===== config.mk =====
export PLATFORM = sky130hd
export DESIGN_NAME = fetch_unit_flat
export DESIGN_NICKNAME = d
export VERILOG_FILES = /design/src/rtl/fetch_unit_if.sv /design/src/rtl/fetch_unit.sv /design/src/flat_wrapper.sv
export SDC_FILE = /design/constraint.sdc
export NUM_CORES = 1
export LEC_CHECK = 0
export CAP_MARGIN = 40
export CORE_UTILIZATION = 40
export CTS_CLUSTER_DIAMETER = 200
export DETAILED_ROUTE_END_ITERATION = 10
export PLACE_DENSITY = 0.83
export SLEW_MARGIN = 0
export SYNTH_ARGS = -nofsm -noshare
export SYNTH_HDL_FRONTEND = slang
export SYNTH_SLANG_ARGS = --single-unit

===== constraint.sdc =====
create_clock -name clk -period 2.55 [get_ports clk]
set_input_delay 0.255 -clock clk [delete_from_list [all_inputs] [get_ports clk]]
set_output_delay 0.255 -clock clk [all_outputs]
set_load 0.05 [all_outputs]

===== src/rtl/fetch_unit_if.sv =====
// Instruction-memory request/acknowledge bus between the fetch unit and imem.
interface fetch_unit_if;
    logic        req;
    logic [31:0] addr;
    logic        ack;
    logic [31:0] rdata;

    modport master (output req, output addr, input ack, input rdata);
    modport slave  (input req, input addr, output ack, output rdata);
endinterface


===== src/rtl/fetch_unit.sv =====
// Program counter owner: fetches instructions over a req/ack bus, forms the
// next PC from pcsel, and halts on a misaligned target or a fetch timeout.
module fetch_unit #(
    parameter logic [31:0] RESET_PC = 32'h0000_0000,
    parameter int unsigned TIMEOUT  = 16
) (
    input  logic               clk,
    input  logic               rst,
    input  logic [1:0]         pcsel,
    input  logic [31:0]        imm,
    input  logic [31:0]        alu_result,
    input  logic               instr_done,
    fetch_unit_if.master       imem,
    output logic               instr_valid,
    output logic [31:0]        instr,
    output logic [6:0]         op,
    output logic [2:0]         func3,
    output logic [6:0]         func7,
    output logic [31:0]        pc,
    output logic [31:0]        pc_plus4,
    output logic               fault,
    output logic [1:0]         fault_cause
);

    localparam int unsigned CNT_W = (TIMEOUT > 1) ? $clog2(TIMEOUT) : 1;
    localparam logic [CNT_W-1:0] CNT_LAST = CNT_W'(TIMEOUT - 1);
    localparam logic [31:0] NOP = 32'h0000_0013;
    localparam logic [1:0] CAUSE_NONE     = 2'b00;
    localparam logic [1:0] CAUSE_MISALIGN = 2'b01;
    localparam logic [1:0] CAUSE_TIMEOUT  = 2'b10;

    typedef enum logic [1:0] {
        FETCH = 2'd0,
        VALID = 2'd1,
        HALT  = 2'd2
    } state_t;

    state_t           state, state_next;
    logic             req;
    logic [CNT_W-1:0] cnt, cnt_next;
    logic [31:0]      pc_next, instr_next, target;
    logic             fault_next;
    logic [1:0]       cause_next;
    logic             unused_bit;

    // jalr targets have bit 0 forced low, so alu_result[0] is never consumed
    assign unused_bit = alu_result[0];

    assign imem.req  = req;
    assign imem.addr = pc;

    assign op       = instr[6:0];
    assign func3    = instr[14:12];
    assign func7    = instr[31:25];
    assign pc_plus4 = pc + 32'd4;

    // Candidate next PC; wraps modulo 2^32
    always_comb begin
        target = pc_plus4;
        unique case (pcsel)
            2'b00: target = pc_plus4;
            2'b01: target = pc + imm;
            2'b10: target = {alu_result[31:1], 1'b0};
            2'b11: target = pc;
        endcase
    end

    // Next-state and datapath update
    always_comb begin
        state_next = state;
        cnt_next   = cnt;
        pc_next    = pc;
        instr_next = instr;
        fault_next = fault;
        cause_next = fault_cause;
        case (state)
            FETCH: begin
                // req is low only in the first cycle after reset; acks are not honoured then
                if (req) begin
                    if (imem.ack) begin
                        instr_next = imem.rdata;
                        cnt_next   = '0;
                        state_next = VALID;
                    end else if (cnt == CNT_LAST) begin
                        fault_next = 1'b1;
                        cause_next = CAUSE_TIMEOUT;
                        state_next = HALT;
                    end else begin
                        cnt_next = cnt + CNT_W'(1);
                    end
                end
            end
            VALID: begin
                if (instr_done) begin
                    if (target[1:0] != 2'b00) begin
                        fault_next = 1'b1;
                        cause_next = CAUSE_MISALIGN;
                        state_next = HALT;
                    end else begin
                        pc_next    = target;
                        state_next = FETCH;
                    end
                end
            end
            HALT: begin
                state_next = HALT;
            end
            default: begin
                state_next = FETCH;
            end
        endcase
    end

    always_ff @(posedge clk) begin
        if (rst) begin
            state       <= FETCH;
            cnt         <= '0;
            pc          <= RESET_PC;
            instr       <= NOP;
            fault       <= 1'b0;
            fault_cause <= CAUSE_NONE;
            req         <= 1'b0;
            instr_valid <= 1'b0;
        end else begin
            state       <= state_next;
            cnt         <= cnt_next;
            pc          <= pc_next;
            instr       <= instr_next;
            fault       <= fault_next;
            fault_cause <= cause_next;
            req         <= (state_next == FETCH);
            instr_valid <= (state_next == VALID);
        end
    end

endmodule


===== src/flat_wrapper.sv =====
// flat-port wrapper written by rule: the top's interface ports become plain ports
module fetch_unit_flat 
#(
    parameter logic [31:0] RESET_PC = 32'h0000_0000,
    parameter int unsigned TIMEOUT  = 16
)
  (clk, rst, pcsel, imm, alu_result, instr_done, instr_valid, instr, op, func3, func7, pc, pc_plus4, fault, fault_cause, imem_req, imem_addr, imem_ack, imem_rdata);
  fetch_unit_if imem_i ();
  input  logic clk;
  input  logic rst;
  input  logic [1:0] pcsel;
  input  logic [31:0] imm;
  input  logic [31:0] alu_result;
  input  logic instr_done;
  output logic instr_valid;
  output logic [31:0] instr;
  output logic [6:0] op;
  output logic [2:0] func3;
  output logic [6:0] func7;
  output logic [31:0] pc;
  output logic [31:0] pc_plus4;
  output logic fault;
  output logic [1:0] fault_cause;
  output wire logic [$bits(imem_i.req)-1:0] imem_req;
  output wire logic [$bits(imem_i.addr)-1:0] imem_addr;
  input wire logic [$bits(imem_i.ack)-1:0] imem_ack;
  input wire logic [$bits(imem_i.rdata)-1:0] imem_rdata;
  assign imem_req = imem_i.req;
  assign imem_addr = imem_i.addr;
  assign imem_i.ack = imem_ack;
  assign imem_i.rdata = imem_rdata;
  fetch_unit #(.RESET_PC(RESET_PC), .TIMEOUT(TIMEOUT)) u_core (.clk(clk), .rst(rst), .pcsel(pcsel), .imm(imm), .alu_result(alu_result), .instr_done(instr_done), .imem(imem_i), .instr_valid(instr_valid), .instr(instr), .op(op), .func3(func3), .func7(func7), .pc(pc), .pc_plus4(pc_plus4), .fault(fault), .fault_cause(fault_cause));
endmodule

==> flow_metrics.env, run 1 <==
export IMPL_initial_core_util=0.4140
export IMPL_cts_tree="done"
export IMPL_rows=44
export IMPL_diodes=0
export IMPL_violations="design-rule violations, negative setup slack"
export IMPL_cts_sinks=75
export IMPL_grt_pass1_wl_um=37070
export IMPL_die_height_um=125.3
export IMPL_io_buffers=250
export IMPL_finalSetupViolations=3
export IMPL_finalCritPeriodShare=1.031
export IMPL_htreeDepth=3
export IMPL_synth_nets=971
export IMPL_yosys_area_top_type_share=0.2467
export IMPL_leakagePower_nw=4.512
export IMPL_synthToLayoutAreaGrowth_pct=75.53
export IMPL_crit_top_cell="o211ai_1"
export IMPL_synth_largest_area_cell="dfxtp_1"
export IMPL_cp_end_kind="flip-flop"
export IMPL_cts_buffers=9
export IMPL_netlist_area_um2=6086
export IMPL_syn_area_per_cell_um2=7.288
export IMPL_grt_pass1_vias=7319
export IMPL_critical_path_class="input port to flip-flop"
export IMPL_ys_flop_type="dfxtp_1"
export IMPL_skew_ns=0.007745
export IMPL_first_pass_iters=9
export IMPL_postSynth_asyncResetShare=0
export IMPL_crit_path_top_delay_cell="clkdlybuf4s50_1"
export IMPL_gp_congestion=0.9465
export IMPL_place_inst=1320
export IMPL_clk_path_buf_depth=2
export IMPL_antenna_found_initial=0
export IMPL_worst_setup_path_start_kind="input port"
export IMPL_clk_latency_ns=0.35
export IMPL_n_fill_cell=1046
export IMPL_power_mw=3.687
export IMPL_powerDensity_nw_per_um2=345.2
export IMPL_worstPathMaxFanout=3
export IMPL_grt_setup_unrepaired="true"
export IMPL_seq_area_frac_synth=0.2467
export IMPL_crit_buf_inv=3
export IMPL_crit_family="compound AO/OA/AOI/OAI gates"
export IMPL_ys_types=63
export IMPL_fin_hold_ws_ns=0.3682
export IMPL_fin_nets=1303
export IMPL_hold_violations=0
export IMPL_viasPerCell=5.645
export IMPL_drc=17
export IMPL_dpl_hpwl_um=18230
export IMPL_path_cells="clkdlybuf4s50_1, ha_4, o211ai_1, o211ai_1, nand2_1, buf_6, a211o_1, a31oi_1, buf_4, nor4_1, a41o_1, o32ai_2"
export IMPL_drv_slew=0
export IMPL_fin_util=0.7268
export IMPL_io_pins=252
export IMPL_synth_edf_count=0
export IMPL_antenna_left=0
export IMPL_synth_seq_cells=75
export IMPL_holdBufCountCts=0
export IMPL_synth_area_leaders="dfxtp_1 25%, a21oi_1 7.2%, nand2_1 7.2%"
export IMPL_place_area_um2=9822
export IMPL_wl_per_cell_um=18.21
export IMPL_max_freq_ghz=0.3803
export IMPL_drive_gt1_frac=0.2688
export IMPL_tightestPinTransition_ns=0.9603
export IMPL_overflow=0
export IMPL_vias=7655
export IMPL_maxCapViolations=0
export IMPL_grt_use_total=0.2991
export IMPL_outcome="finished with violations"
export IMPL_grt_start_max_net_pins=56
export IMPL_cts_root_buf="clkbuf_16"
export IMPL_cp_required_ns=2.81
export IMPL_synth_cells=835
export IMPL_final_cells=1356
export IMPL_drt_iter0_drc=773
export IMPL_dieWidth_um=125.3
export IMPL_layout_setup_ws_ns=-0.07941
export IMPL_die_area_um2=15710
export IMPL_core_area_um2=14700
export IMPL_yosysWarnings=0
export IMPL_cp_slowest_stage_delay_ns=0.46
export IMPL_final_area_um2=10680
export IMPL_max_slew_margin=0.3575
export IMPL_totalNegativeSetupSlack_ns=-0.1433
export IMPL_pre_cts_ws_ns=-0.4617
export IMPL_drt_total_wl_um=24690
export IMPL_cp_arrival_ns=2.89
export IMPL_clk_pin_slew_ns=0.07
export IMPL_vdd_ir_drop_max_v=0.0003396
export IMPL_hp_class="input port to flip-flop"
export IMPL_period_minus_slack_ns=2.629
-- power breakdown --
part | internal, mW | switching, mW
sequential | 1.20 | 0.0378
combinational | 0.499 | 0.658
clock | 0.686 | 0.603
-- metal layers --
metal / up-vias / global-route usage / wire length [µm]
met4: 0 / 0.1600 / 979
met3: 67 / 0.05306 / 1877
met1: 3553 / 0.3661 / 9835
met5: - / 0 / 0
li1: 3597 / - / -
met2: 438 / 0.5005 / 11990
-- flip-flops by register name (all words and copies together), names as in the netlist --
register / flops
u_core.imem.addr: 32
u_core.instr: 32
u_core.cnt: 4
u_core.fault_cause: 2
u_core.state: 2
u_core.fault: 1
u_core.imem.req: 1
u_core.instr_valid: 1
-- Yosys cell counts (6+ instances only) --
cell type	count
buf_4	51
xor2_1	13
o21bai_1	6
a211oi_1	12
a211o_1	8
nand3b_1	6
nor2_1	81
a21o_1	11
nor3_1	32
nand2b_1	12
xnor2_1	34
ha_1	33
and2_1	6
a221oi_1	9
mux2i_1	6
nand2_1	116
nor3b_1	7
a21oi_1	87
clkbuf_1	39
o21ai_0	30
nand4_1	12
inv_1	25
o211ai_1	8
nand3_1	26
dfxtp_1	75
o21a_1	10
a31oi_1	8
-- final timing paths --
path	cells after the start	from	endpoint	slack [ns]
max reg2reg	11	u_core.imem.addr[3]	u_core.imem.addr[25]	-0.06
min	2	rst	u_core.imem.addr[5]	0.37
max	12	imm[3]	u_core.imem.addr[25]	-0.08
min reg2reg	2	u_core.instr[16]	u_core.instr[16]	0.46
-- kinds of logic after synthesis --
| family | Yosys count | share of synthesized area |
|---|---|---|
| compound gates | 227 | 0.2410 |
| xor+xnor | 47 | 0.06764 |
| buf+inv | 118 | 0.1042 |
| simple gates | 327 | 0.2570 |
| flops | 75 | 0.2467 |
| fa+ha+maj | 34 | 0.07114 |
| mux | 7 | 0.01234 |
-- cell usage in the layout (no fill, tap or decap), types with 8 or more instances in the layout --
cell type / synthesis / routed
dfxtp_1: 75 / 48
nand2_1: 116 / 113
xor2_1: 13 / 8
dfxtp_4: 0 / 15
o21a_1: 10 / 9
inv_1: 25 / 24
nand3_1: 26 / 23
ha_1: 33 / 25
a221oi_1: 9 / 9
ha_4: 0 / 8
clkbuf_16: 0 / 9
nand4_1: 12 / 12
a21o_1: 11 / 11
buf_12: 0 / 19
a21oi_1: 87 / 81
a211o_1: 8 / 8
buf_6: 0 / 8
nand2b_1: 12 / 10
o211ai_1: 8 / 8
dfxtp_2: 0 / 12
buf_4: 51 / 160
nor3_1: 32 / 30
nor2_1: 81 / 76
xnor2_1: 34 / 22
o21ai_0: 30 / 25
a211oi_1: 12 / 9
clkdlybuf4s50_1: 0 / 218
-- cell type report --
class                   count  area (µm²)  area share
clock buffers               9       225.2     0.02108
clock inverters             7       63.81    0.005973
inverters                  25       93.84    0.008784
multi-input cells         642        4551      0.4260
flip-flops and latches     75        1573      0.1472
well taps                 184       230.2     0.02155
repair buffers            414        3946      0.3694
-- repair_timing --
| item | in CTS | in global routing |
|---|---|---|
| endpoints found under the setup margin | 23 | 21 |
| buffers inserted | 6 | 15 |
| resized for setup | 30 | 56 |
| pin swaps | 15 | 28 |
No activity file was read; power rests on OpenSTA's default activity.
==> run 2, diff against run 1 <==
- CORE_UTILIZATION: 40 -> 44
- PLACE_DENSITY: 0.83 -> 0.86
- TNS_END_PERCENT: not set -> 10
- clock period: 2.55 -> 2.5 ns (I/O delays scaled with it)
==> flow_metrics.env, run 2 (synthesis results as in run 1) <==
export IMPL_outcome="finished with violations"
export IMPL_violations="negative setup slack"
export IMPL_core_area_um2=13350
export IMPL_layout_common_cells="217 x clkdlybuf4s50_1, 154 x buf_4, 112 x nand2_1"
export IMPL_dpl_hpwl_um=18420
export IMPL_overflow=0
export IMPL_rows=42
export IMPL_grt_setup_unrepaired="true"
export IMPL_first_pass_iters=5
export IMPL_fin_util=0.7915
export IMPL_layout_setup_ws_ns=-0.1945
export IMPL_grt_pass1_wl_um=37380
export IMPL_hold_violations=0
export IMPL_cp_required_ns=2.25
export IMPL_pre_cts_ws_ns=-0.6016
export IMPL_io_buffers=250
export IMPL_place_inst=1319
export IMPL_leakagePower_nw=4.485
export IMPL_finalCritPeriodShare=1.078
export IMPL_viasPerCell=5.804
export IMPL_max_freq_ghz=0.3711
export IMPL_fin_hold_ws_ns=0.3143
export IMPL_fin_nets=1301
export IMPL_skew_ns=0.008041
export IMPL_tightestPinTransition_ns=0.5882
export IMPL_drive_gt1_frac=0.2530
export IMPL_final_area_um2=10570
export IMPL_gp_congestion=0.9878
export IMPL_grt_pass1_vias=7528
export IMPL_worstPathMaxFanout=5
export IMPL_htreeDepth=3
export IMPL_wl_per_cell_um=18.61
export IMPL_powerDensity_nw_per_um2=357.3
export IMPL_cts_buffers=9
export IMPL_cp_end_kind="output port"
export IMPL_cp_arrival_ns=2.44
export IMPL_maxCapViolations=0
export IMPL_drt_total_wl_um=25050
export IMPL_grt_start_max_net_pins=32
export IMPL_dieWidth_um=119.6
export IMPL_worst_setup_path_start_kind="flip-flop"
export IMPL_totalNegativeSetupSlack_ns=-1.297
export IMPL_die_area_um2=14310
export IMPL_io_pins=252
export IMPL_cts_sinks=75
export IMPL_max_slew_margin=0.5977
export IMPL_critical_path_class="flip-flop to output port"
export IMPL_period_minus_slack_ns=2.695
export IMPL_vias=7812
export IMPL_initial_core_util=0.4559
export IMPL_clk_pin_slew_ns=0.06
export IMPL_synthToLayoutAreaGrowth_pct=73.60
export IMPL_finalSetupViolations=19
export IMPL_cts_tree="done"
export IMPL_vdd_ir_drop_max_v=0.0003217
export IMPL_diodes=0
export IMPL_drv_slew=0
export IMPL_clk_path_buf_depth=2
export IMPL_die_height_um=119.6
export IMPL_grt_use_total=0.3292
export IMPL_place_area_um2=9864
export IMPL_drt_iter0_drc=601
export IMPL_antenna_left=0
export IMPL_antenna_found_initial=0
export IMPL_power_mw=3.775
export IMPL_clk_latency_ns=0.35
export IMPL_final_cells=1346
export IMPL_cts_root_buf="clkbuf_16"
export IMPL_hp_class="input port to flip-flop"
export IMPL_final_common_cell="clkdlybuf4s50_1"
export IMPL_drc=0
[run 2: cell count changes in the layout (fill, tap and decap cells not counted), sizes merged]
cell | before | now
clkdlybuf4s50 | 218 | 217
dlygate4sd2 | 2 | 3
buf | 190 | 188
clkinvlp | 0 | 1
clkinv | 1 | 2
inv | 31 | 29
[run 2: path summary, 6_finish.rpt]
path	cells after the start	slack, ns	start	endpoint
setup / recovery	9	-0.19	u_core.imem.addr[9]	pc_plus4[23]
hold / removal	2	0.31	rst	u_core.imem.addr[20]
setup reg to reg	11	-0.13	u_core.imem.addr[0]	u_core.imem.addr[14]
hold reg to reg	2	0.46	u_core.instr[16]	u_core.instr[16]
[run 2: routing by layer]
metal / global-route usage / up-vias / part of all wire / wire, µm
met1: 0.3798 / 3634 / 0.37 / 9179
li1: - / 3587 / - / -
met5: 0 / - / 0 / 0
met4: 0.1633 / 0 / 0.041 / 1037
met2: 0.5708 / 486 / 0.50 / 12520
met3: 0.07319 / 105 / 0.093 / 2318
[run 2: worst max-delay path, cell delays in order (launching register included)]
cell and delay, ns:
dfxtp_2 0.36, buf_6 0.11, buf_6 0.10, nand4_1 0.17, buf_4 0.21, nor4_4 0.32
nand2_2 0.15, nor3_4 0.23, xor2_2 0.27, buf_12 0.18
[run 2: repair_timing]
item                       CTS  global route
buffers inserted             4             7
resized for setup           21            50
hold buffers                 0             0
pin swaps                   13            22
gates cloned                 0             0
setup endpoints to repair   33            37
[run 2: area by class of cell]
type                            instances  area [µm²]
Clock buffer                            9       225.2
Inverter                               25       93.84
Tap cell                              176       220.2
Fill cell                             816        2783
Timing Repair Buffer                  412        3959
Clock inverter                          7       65.06
Multi-Input combinational cell        642        4456
Sequential cell                        75        1546
[run 2: report_power, final]
part / internal, mW / leakage [nW] / switching, mW
sequential: 1.23 / 0.622 / 0.0349
combinational: 0.511 / 3.72 / 0.676
clock: 0.698 / 0.140 / 0.621
==> patch: new RTL, flow settings as in run 1 <==
Re-encode `state_t` (3 states) as one-hot, 3 bits wide.
--- a/src/rtl/fetch_unit.sv
+++ b/src/rtl/fetch_unit.sv
@@ -29,10 +29,10 @@
     localparam logic [1:0] CAUSE_MISALIGN = 2'b01;
     localparam logic [1:0] CAUSE_TIMEOUT  = 2'b10;
 
-    typedef enum logic [1:0] {
-        FETCH = 2'd0,
-        VALID = 2'd1,
-        HALT  = 2'd2
+    typedef enum logic [2:0] {
+        FETCH = 3'b001,
+        VALID = 3'b010,
+        HALT  = 3'b100
     } state_t;
 
     state_t           state, state_next;
Function: no difference found for any inputs over 10 cycles, from zero or initial values and one cycle with rst high; not proved beyond that.
==> patch against run 1 <==
Setup slack got worse by 0.14 ns. Largest power group unchanged. Synthesized cell count decreased by 5.4%. Die area decreased by 2.4%. Sequential share of layout area decreased by 0.31 points. Fmax decreased by 5.2%. Synthesized area decreased by 2.4%. Wire length increased by 0.27%. Utilization increased by 1.5 points. Design area increased by 0.90%. The flow finishes with violations (setup timing). Largest cell class unchanged. Sequential cell count increased by 1. Total power decreased by 8.5%.
==> patch: results (changes against run 1) <==
Outcome
  • Status: complete, but fails checks
  • Failing checks: setup timing

Detailed routing
  • Routed wl met2: 11.7 mm (-2.2%)
  • DR iter-0 viols: 571 (-26%)
  • Number of iterations in the first detailed-routing pass: 5 (-4)
  • WL met3: 2.36 mm (+26%)
  • Routed wire per std cell: 18.7 um (+2.7%)

Finish
  • FF+latch count: 76 (+1.3%)
  • Multi-input gates: 600 (-6.5%)
  • Multi-input logic area: 0.00449 mm2 (-1.3%)
  • Register area: 0.00155 mm2 (-1.2%)
  • Fin cells: 1324 (-2.4%)
  • Non-clock buffer share of cell area: 0.381 (+0.0119)
  • Fillers: 1011 (-3.3%)
  • Clock buffers: 10 (+1)
  • Share of cells above drive strength 1: 0.295 (+0.0260)
  • Final-layout clock-cell area share: 0.0290 (+0.00196)

Pwr
  • Design internal power: 2.35 mW (-1.6%)
  • Leak: 4.60 nW (+2.0%)

Setup path
  • R2R Path End: u_core.imem.addr[18]
  • Slowest-stage cell, CP: dfxtp_4
  • Max stage delay on crit path: 0.35 ns (-0.11 ns)
  • Crit path max-delay family: simple AND/OR/NAND/NOR gates
  • Worst R2R Start: u_core.imem.addr[0]
  • Crit path DAT: 2.52 ns (-0.37 ns)

Global routing
  • Met3 Use GR: 0.0668 (+0.0138)
  • First-pass GRT wire length: 36.0 mm (-2.8%)
  • Met1 Use GR: 0.364 (-0.00164)
  • Overall Global Routing Usage: 0.310 (+0.0107)

Placed design
  • Gp weighted congestion: 0.941 (-0.54%)

Logic synthesis
  • Distinct cells, synth: 73 (+16%)
  • Register area share after synthesis: 0.256 (+0.00956)
  • Post-synthesis cell count: 790 (-5.4%)
  • Synthesized Nets: 926 (-4.6%)
  • Synth area leaders: dfxtp_1 (26%), nand2_1 (7.1%), ha_1 (7.0%)

Timing
  • Worst Skew: 0.00801 ns (+0.000270 ns)
  • Worst Hold Slack: 0.446 ns (+0.0777 ns)
  • Final setup vio count: 19 (+16)
  • Final setup margin: -0.224 ns (-0.144 ns)

Worst hold path
  • Hold Path Sink: u_core.instr[30]
  • Hold path start: imem_rdata[30]
  • Hold Path Stages: 3 (+1)
## patch: cell count changes in the layout (fill, tap and decap cells not counted), moves of 6 or more
cell	change
dfxtp_4	-11
and3_1	+7
nand2b_1	-6
buf_6	+10
o22ai_1	+7
nor2_1	-17
xnor2_1	-6
dfxtp_1	+10
a221oi_1	-8
nor3_1	-21
a21o_1	+9
## patch: kinds of logic after synthesis
family / share of synthesized area
AO/OA/AOI/OAI: 0.263
XOR/XNOR: 0.0767
buffers and inverters: 0.107
adder cells (fa/ha/maj): 0.0729
multiplexers: 0.00885
AND/OR/NAND/NOR: 0.215
flip-flops: 0.256
## patch: stage by stage
step / setup WS, ns / TNS, ns / instance area, um2
after floorplan: -0.249 / -1.94 / 6270
after global placement: -0.636 / -12.83 / 9720
after detailed placement: -0.688 / -14.19 / 9720
after CTS: -0.219 / -1.20 / 10400
after global routing: -0.374 / -3.96 / 10800
final: -0.224 / -1.84 / 10800
## patch: worst max path at each step
stage / start / endpoint / slack, ns / cells past startpoint
floorplan: u_core.imem.addr[0] / u_core.imem.addr[18] / -0.25 / 12
global placement: imm[0] / u_core.imem.addr[18] / -0.64 / 13
detailed placement: imm[0] / u_core.imem.addr[18] / -0.69 / 13
CTS: u_core.imem.addr[0] / u_core.imem.addr[26] / -0.22 / 12
global route: u_core.imem.addr[0] / u_core.imem.addr[18] / -0.37 / 12
finish: u_core.imem.addr[2] / pc_plus4[30] / -0.22 / 10
## patch: power by group through the flow
stage	logic [mW]	registers, mW	clock network [mW]
CTS	0.752	1.23	1.38
global route	0.822	1.24	1.43
floorplan	0.304	1.35	0
detailed placement	0.743	1.26	0
finish	0.776	1.23	1.36
global placement	0.735	1.26	0
## patch: what timing repair did
item	CTS	global route
resized for setup	47	57
buffers inserted	15	19
setup endpoints to repair	41	43
pin swaps	30	49
cloned	0	0
